--- src/rtl/hacd_axi_line_master.sv ---
// hacd_axi_line_master: turns one 64-byte cacheline read/write request into a
// 2-beat x 256-bit INCR AXI4 burst and returns a single response per request.
// Only one request is in flight; the FSM walks AW->W0->W1->B or AR->R0->R1,
// then holds the response until the consumer takes it.
module hacd_axi_line_master #(
   parameter logic [5:0] AXI_ID     = 6'd0,
   parameter bit         USE_REQ_ID = 1'b1
) (
   input  logic         i_clk,
   input  logic         i_rst,
   // line request
   input  logic         i_req_valid,
   output logic         o_req_ready,
   input  logic         i_req_wr,
   input  logic [63:0]  i_req_addr,
   input  logic [5:0]   i_req_id,
   input  logic [511:0] i_req_wdata,
   input  logic [63:0]  i_req_wstrb,
   // line response
   output logic         o_rsp_valid,
   input  logic         i_rsp_ready,
   output logic         o_rsp_wr,
   output logic [5:0]   o_rsp_id,
   output logic [511:0] o_rsp_rdata,
   output logic         o_rsp_err,
   // AXI write address
   output logic         o_axi_awvalid,
   input  logic         i_axi_awready,
   output logic [5:0]   o_axi_awid,
   output logic [63:0]  o_axi_awaddr,
   output logic [7:0]   o_axi_awlen,
   output logic [2:0]   o_axi_awsize,
   output logic [1:0]   o_axi_awburst,
   // AXI write data
   output logic         o_axi_wvalid,
   input  logic         i_axi_wready,
   output logic [255:0] o_axi_wdata,
   output logic [31:0]  o_axi_wstrb,
   output logic         o_axi_wlast,
   // AXI write response
   input  logic         i_axi_bvalid,
   output logic         o_axi_bready,
   input  logic [5:0]   i_axi_bid,
   input  logic [1:0]   i_axi_bresp,
   // AXI read address
   output logic         o_axi_arvalid,
   input  logic         i_axi_arready,
   output logic [5:0]   o_axi_arid,
   output logic [63:0]  o_axi_araddr,
   output logic [7:0]   o_axi_arlen,
   output logic [2:0]   o_axi_arsize,
   output logic [1:0]   o_axi_arburst,
   // AXI read data
   input  logic         i_axi_rvalid,
   output logic         o_axi_rready,
   input  logic [5:0]   i_axi_rid,
   input  logic [255:0] i_axi_rdata,
   input  logic [1:0]   i_axi_rresp,
   input  logic         i_axi_rlast,
   // completion counters
   output logic [31:0]  o_wr_done_cnt,
   output logic [31:0]  o_rd_done_cnt
);

   typedef enum logic [3:0] {
      S_IDLE, S_AW, S_W0, S_W1, S_B, S_AR, S_R0, S_R1, S_RSP
   } state_t;

   state_t         r_state;
   logic           r_req_ready, r_awvalid, r_wvalid, r_wlast, r_bready;
   logic           r_arvalid, r_rready, r_rsp_valid, r_err, r_wr;
   logic [63:6]    r_addr;
   logic [5:0]     r_id;
   logic [511:0]   r_wdata, r_rdata;
   logic [63:0]    r_wstrb;
   logic [31:0]    r_wr_cnt, r_rd_cnt;
   logic [5:0]     w_axid;
   logic           w_unused_addr_lsb;

   // Line-aligned address only; the low six request bits are dropped silently.
   assign w_unused_addr_lsb = ^i_req_addr[5:0];
   assign w_axid            = USE_REQ_ID ? r_id : AXI_ID;

   assign o_req_ready   = r_req_ready;
   assign o_rsp_valid   = r_rsp_valid;
   assign o_rsp_wr      = r_wr;
   assign o_rsp_id      = r_id;
   assign o_rsp_rdata   = r_rdata;
   assign o_rsp_err     = r_err;

   assign o_axi_awvalid = r_awvalid;
   assign o_axi_awid    = w_axid;
   assign o_axi_awaddr  = {r_addr, 6'b0};
   assign o_axi_awlen   = 8'd1;
   assign o_axi_awsize  = 3'd5;
   assign o_axi_awburst = 2'b01;

   assign o_axi_wvalid  = r_wvalid;
   assign o_axi_wdata   = (r_state == S_W1) ? r_wdata[511:256] : r_wdata[255:0];
   assign o_axi_wstrb   = (r_state == S_W1) ? r_wstrb[63:32]   : r_wstrb[31:0];
   assign o_axi_wlast   = r_wlast;
   assign o_axi_bready  = r_bready;

   assign o_axi_arvalid = r_arvalid;
   assign o_axi_arid    = w_axid;
   assign o_axi_araddr  = {r_addr, 6'b0};
   assign o_axi_arlen   = 8'd1;
   assign o_axi_arsize  = 3'd5;
   assign o_axi_arburst = 2'b01;
   assign o_axi_rready  = r_rready;

   assign o_wr_done_cnt = r_wr_cnt;
   assign o_rd_done_cnt = r_rd_cnt;

   // Request FSM with registered handshake outputs and error accumulation.
   always_ff @(posedge i_clk) begin
      if (i_rst) begin
         r_state     <= S_IDLE;
         r_req_ready <= 1'b0;
         r_awvalid   <= 1'b0;
         r_wvalid    <= 1'b0;
         r_wlast     <= 1'b0;
         r_bready    <= 1'b0;
         r_arvalid   <= 1'b0;
         r_rready    <= 1'b0;
         r_rsp_valid <= 1'b0;
         r_err       <= 1'b0;
         r_wr        <= 1'b0;
         r_addr      <= '0;
         r_id        <= '0;
         r_wdata     <= '0;
         r_wstrb     <= '0;
         r_rdata     <= '0;
         r_wr_cnt    <= '0;
         r_rd_cnt    <= '0;
      end else begin
         case (r_state)
            S_IDLE: begin
               r_req_ready <= 1'b1;
               if (i_req_valid && r_req_ready) begin
                  r_req_ready <= 1'b0;
                  r_wr        <= i_req_wr;
                  r_addr      <= i_req_addr[63:6];
                  r_id        <= i_req_id;
                  r_wdata     <= i_req_wdata;
                  r_wstrb     <= i_req_wstrb;
                  r_rdata     <= '0;
                  r_err       <= 1'b0;
                  if (i_req_wr) begin
                     r_awvalid <= 1'b1;
                     r_state   <= S_AW;
                  end else begin
                     r_arvalid <= 1'b1;
                     r_state   <= S_AR;
                  end
               end
            end
            S_AW: if (i_axi_awready) begin
               r_awvalid <= 1'b0;
               r_wvalid  <= 1'b1;
               r_wlast   <= 1'b0;
               r_state   <= S_W0;
            end
            S_W0: if (i_axi_wready) begin
               r_wlast <= 1'b1;
               r_state <= S_W1;
            end
            S_W1: if (i_axi_wready) begin
               r_wvalid <= 1'b0;
               r_wlast  <= 1'b0;
               r_bready <= 1'b1;
               r_state  <= S_B;
            end
            S_B: if (i_axi_bvalid) begin
               r_bready    <= 1'b0;
               r_err       <= r_err | (i_axi_bresp != 2'b00) | (i_axi_bid != w_axid);
               r_rsp_valid <= 1'b1;
               r_state     <= S_RSP;
            end
            S_AR: if (i_axi_arready) begin
               r_arvalid <= 1'b0;
               r_rready  <= 1'b1;
               r_state   <= S_R0;
            end
            S_R0: if (i_axi_rvalid) begin
               r_rdata[255:0] <= i_axi_rdata;
               r_err   <= r_err | (i_axi_rresp != 2'b00) | (i_axi_rid != w_axid) | i_axi_rlast;
               r_state <= S_R1;
            end
            S_R1: if (i_axi_rvalid) begin
               r_rdata[511:256] <= i_axi_rdata;
               r_err       <= r_err | (i_axi_rresp != 2'b00) | (i_axi_rid != w_axid) | !i_axi_rlast;
               r_rready    <= 1'b0;
               r_rsp_valid <= 1'b1;
               r_state     <= S_RSP;
            end
            S_RSP: if (i_rsp_ready) begin
               r_rsp_valid <= 1'b0;
               r_err       <= 1'b0;
               r_req_ready <= 1'b1;
               if (r_wr) r_wr_cnt <= r_wr_cnt + 32'd1;
               else      r_rd_cnt <= r_rd_cnt + 32'd1;
               r_state     <= S_IDLE;
            end
            default: r_state <= S_IDLE;
         endcase
      end
   end

endmodule
--- config.mk ---
export PLATFORM = sky130hd
export DESIGN_NAME = hacd_axi_line_master
export DESIGN_NICKNAME = d
export VERILOG_FILES = /design/src/rtl/hacd_axi_line_master.sv
export SDC_FILE = /design/constraint.sdc
export NUM_CORES = 2
export LEC_CHECK = 0
export ABC_AREA = 1
export CORE_AREA = 2 2 772 774
export DETAILED_ROUTE_END_ITERATION = 7
export DIE_AREA = 0 0 774 776
export GPL_ROUTABILITY_DRIVEN = 0
export SETUP_SLACK_MARGIN = 0.3
export SYNTH_ARGS = -nofsm -noshare
export SYNTH_HDL_FRONTEND = slang
export SYNTH_SLANG_ARGS = --single-unit
--- constraint.sdc ---
create_clock -name i_clk -period 2.4 [get_ports i_clk]
set_input_delay 0.48 -clock i_clk [delete_from_list [all_inputs] [get_ports i_clk]]
set_output_delay 0.48 -clock i_clk [all_outputs]
set_load 0.05 [all_outputs]
==> metrics.md <==
| Metric | Value |
|---|---|
| Status | complete, but fails checks |
| Failing checks | negative setup slack |
| Hpwl dp | 421,000 um |
| Die H | 776 um |
| Vias/cell | 3.36 |
| Leak pwr | 34.3 nW |
| Final cell count without fillers | 17.1k |
| CTS max path bufs | 4 |
| Vias | 57.5k |
| Post-Syn Area | 0.0500 mm^2 |
| Final Routed Wirelength | 490,000 um |
| Max IR drop VDD | 1.06 mV |
| F_max | 328 MHz |
| CTS tree | built |
| Synth Register Bits | 1,230 |
| Grt total ovfl | 0 |
| Worst reg2reg path startpoint | r_state[3] |
| Startpoint Class | flip-flop |
| All-layer global routing usage | 15.4% |
| Placed cell count | 16.7k |
| Final hold vios | 0 |
| Slew @ Worst Pin | 733 ps |
| DRT Pass-1 Iters | 6 |
| Top_reg_cell synth | dfxtp_1 |
| Cell chosen for the clock root | clkbuf_16 |
| Routed Antenna Nets | 0 |
| DR iter-0 viols | 4,784 |
| Synth cell types | 31 |
| Max-Cap Viols | 0 |
| Hold/Removal Path Class | primary input to flip-flop |
| Area contributors post-synth | dfxtp_1, nand2_1, o21ai_0 |
| Power Density | 1200 mW/mm^2 |
| YS warnings | 0 |
| Setup Crit Path Kind | flip-flop to output pin |
| Worst-path clk slew | 60 ps |
| DRC violations left | 0 |
| Share of cells above drive strength 1 | 16.7% |
| Final #Nets | 9,974 |
| Worst Setup End Kind | output pin |
| Final Setup Violations | 759 |
| RSZ-0062 raised after global routing | true |
| Avg Cell Area, Syn | 7.05 um^2 |
| Most common cell in the synthesized netlist | nand2_1 |
| Die width | 774 um |
| Vias in the first global route | 52.3k |
| Core area | 0.592 mm^2 |
| Placed inst area | 0.0832 mm^2 |
| WP data arrival | 2570 ps |
| Period utilisation layout | 127% |
| Final worst slack | -648 ps |
| Crit path time final | 3050 ps |
| Starting Density | 8.45% |
| Yosys top cell area share | 49.2% |
| Commonest cells post-synth | nand2_1, dfxtp_1, o21ai_0 |
| Worst-skew pair later-pin latency | 890 ps |
| Slew Viols, Final | 0 |
| Initial antenna violation count | 281 |
| Cell area after layout | 0.0920 mm^2 |
| Clock skew | 83.1 ps |
| Crit path required time | 1920 ps |
| Hold buffers post-CTS | 0 |
| Crit path max fanout | 11 |
| Clock Sinks | 1,230 |
| Syn Inst Count | 7,102 |
| PortBufs | 1,930 |
| Register area share after synthesis | 49.2% |
| Worst slew margin | 51.1% |
| Worst hold start | i_rst |
| Area leader, netlist | dfxtp_1 |
| WL/cell | 28.7 um |
| Critical Path Start | r_state[2] |
| H-tree depth | 4 |
| Boundary pin count | 1,975 |
| Die area | 0.601 mm^2 |
| Post-synth EDFFs | 0 |
| Largest net degree at the start of global routing | 129 |
| Site row count | 283 |
| Num CTS Buffers | 154 |
| Synthesis-to-layout area growth | 83.8% |
| Synth async-reset ratio | 0% |
| First-pass GRT wire length | 595,000 um |
[flip-flops by register name (all words and copies together) (netlist names), 4 cells and up]
| register | count |
|---|---|
| o_rsp_rdata | 512 |
| r_wstrb | 64 |
| r_wdata | 512 |
| o_wr_done_cnt | 32 |
| r_state | 4 |
| o_rd_done_cnt | 32 |
| o_axi_arid | 6 |
| r_addr | 58 |
[layout by cell type, fill, tap and decap left out, types with 4 or more instances in the layout]
| cell type | instances |
|---|---|
| clkdlybuf4s50_1 | 1378 |
| nand2_1 | 1273 |
| dfxtp_1 | 1226 |
| inv_1 | 879 |
| nor2_1 | 877 |
| a21oi_1 | 837 |
| o21ai_0 | 664 |
| buf_4 | 471 |
| buf_12 | 404 |
| nor3_1 | 275 |
| clkbuf_16 | 167 |
| o21ai_2 | 129 |
| o21ai_4 | 127 |
| diode_2 | 111 |
| nand3_1 | 47 |
| conb_1 | 38 |
| nand2_2 | 37 |
| clkinv_1 | 35 |
| clkbuf_8 | 33 |
| buf_6 | 33 |
| buf_16 | 31 |
| o21ai_1 | 27 |
| clkinv_2 | 25 |
| clkbuf_1 | 23 |
| nand4_1 | 21 |
| nand2_4 | 10 |
| clkinvlp_4 | 10 |
| bufinv_16 | 10 |
| buf_8 | 8 |
| inv_6 | 6 |
| a31oi_1 | 5 |
| nor2_4 | 4 |
| nor2_2 | 4 |
| xnor2_1 | 4 |
[power breakdown]
part	total (mW)	internal [mW]	switching [mW]
Clock	24.6	14.1	10.4
Combinational	58.0	18.7	39.3
Sequential	27.6	25.1	2.43
[what timing repair did]
item / in CTS / in global routing
endpoints found under the setup margin: 1700 / 1985
cloned: 20 / 18
resized for setup: 355 / 263
setup buffers: 15 / 12
pin swaps: 11 / 9
[area by class of cell]
class	instances	area [um^2]
Clock inverter	61	753
Inverter	919	3470
Multi-Input combinational cell	4398	21500
Antenna cell	111	278
Tap cell	7837	9810
Sequential cell	1230	24600
Timing Repair Buffer	2340	27100
Fill cell	66959	500000
Clock buffer	212	4440
[worst paths after layout]
path	endpoint	slack, ps	cells past startpoint
worst max register to register	o_rsp_rdata[170]	-40	12
worst min register to register	r_wdata[368]	450	2
worst max-delay path	o_axi_wdata[110]	-650	7
worst min-delay path	o_rsp_rdata[46]	170	3
[metrics by stage]
stage	hold WS [ps]	power [mW]	worst slack (ps)	setup TNS, ps	util, %
after floorplan	425	56.5	-345	-65670	-
after global placement	431	83.7	-354	-75720	14.0
after detailed placement	438	83.9	-370	-102270	14.0
final	171	110	-648	-203270	15.5
after CTS	58.7	110	-815	-308750	15.2
after global routing	103	116	-783	-311390	15.5
[cell families after synthesis]
kind of cell	Yosys count	share of synthesized area (%)
other	2	0.0150
buffers and inverters	1510	12.4
adder cells (fa/ha/maj)	2	0.0500
AO/OA/AOI/OAI	1795	18.0
AND/OR/NAND/NOR	2556	20.2
XOR/XNOR	7	0.123
flip-flops	1230	49.2
[critical path, stage by stage (launching register included)]
cell and delay [ps]:
dfxtp_4 350, nor2_4 170, nand2_8 150, buf_16 220
buf_4 220, o21ai_2 200, buf_4 160, buf_12 150
[per-layer routing]
layer  global-route usage [%]  share of wire (%)
met2                     23.6                 43
met3                     9.52                 15
met5                        0               0.14
met4                     9.36                7.2
met1                     16.1                 35
No activity file was read; power rests on OpenSTA's default activity.
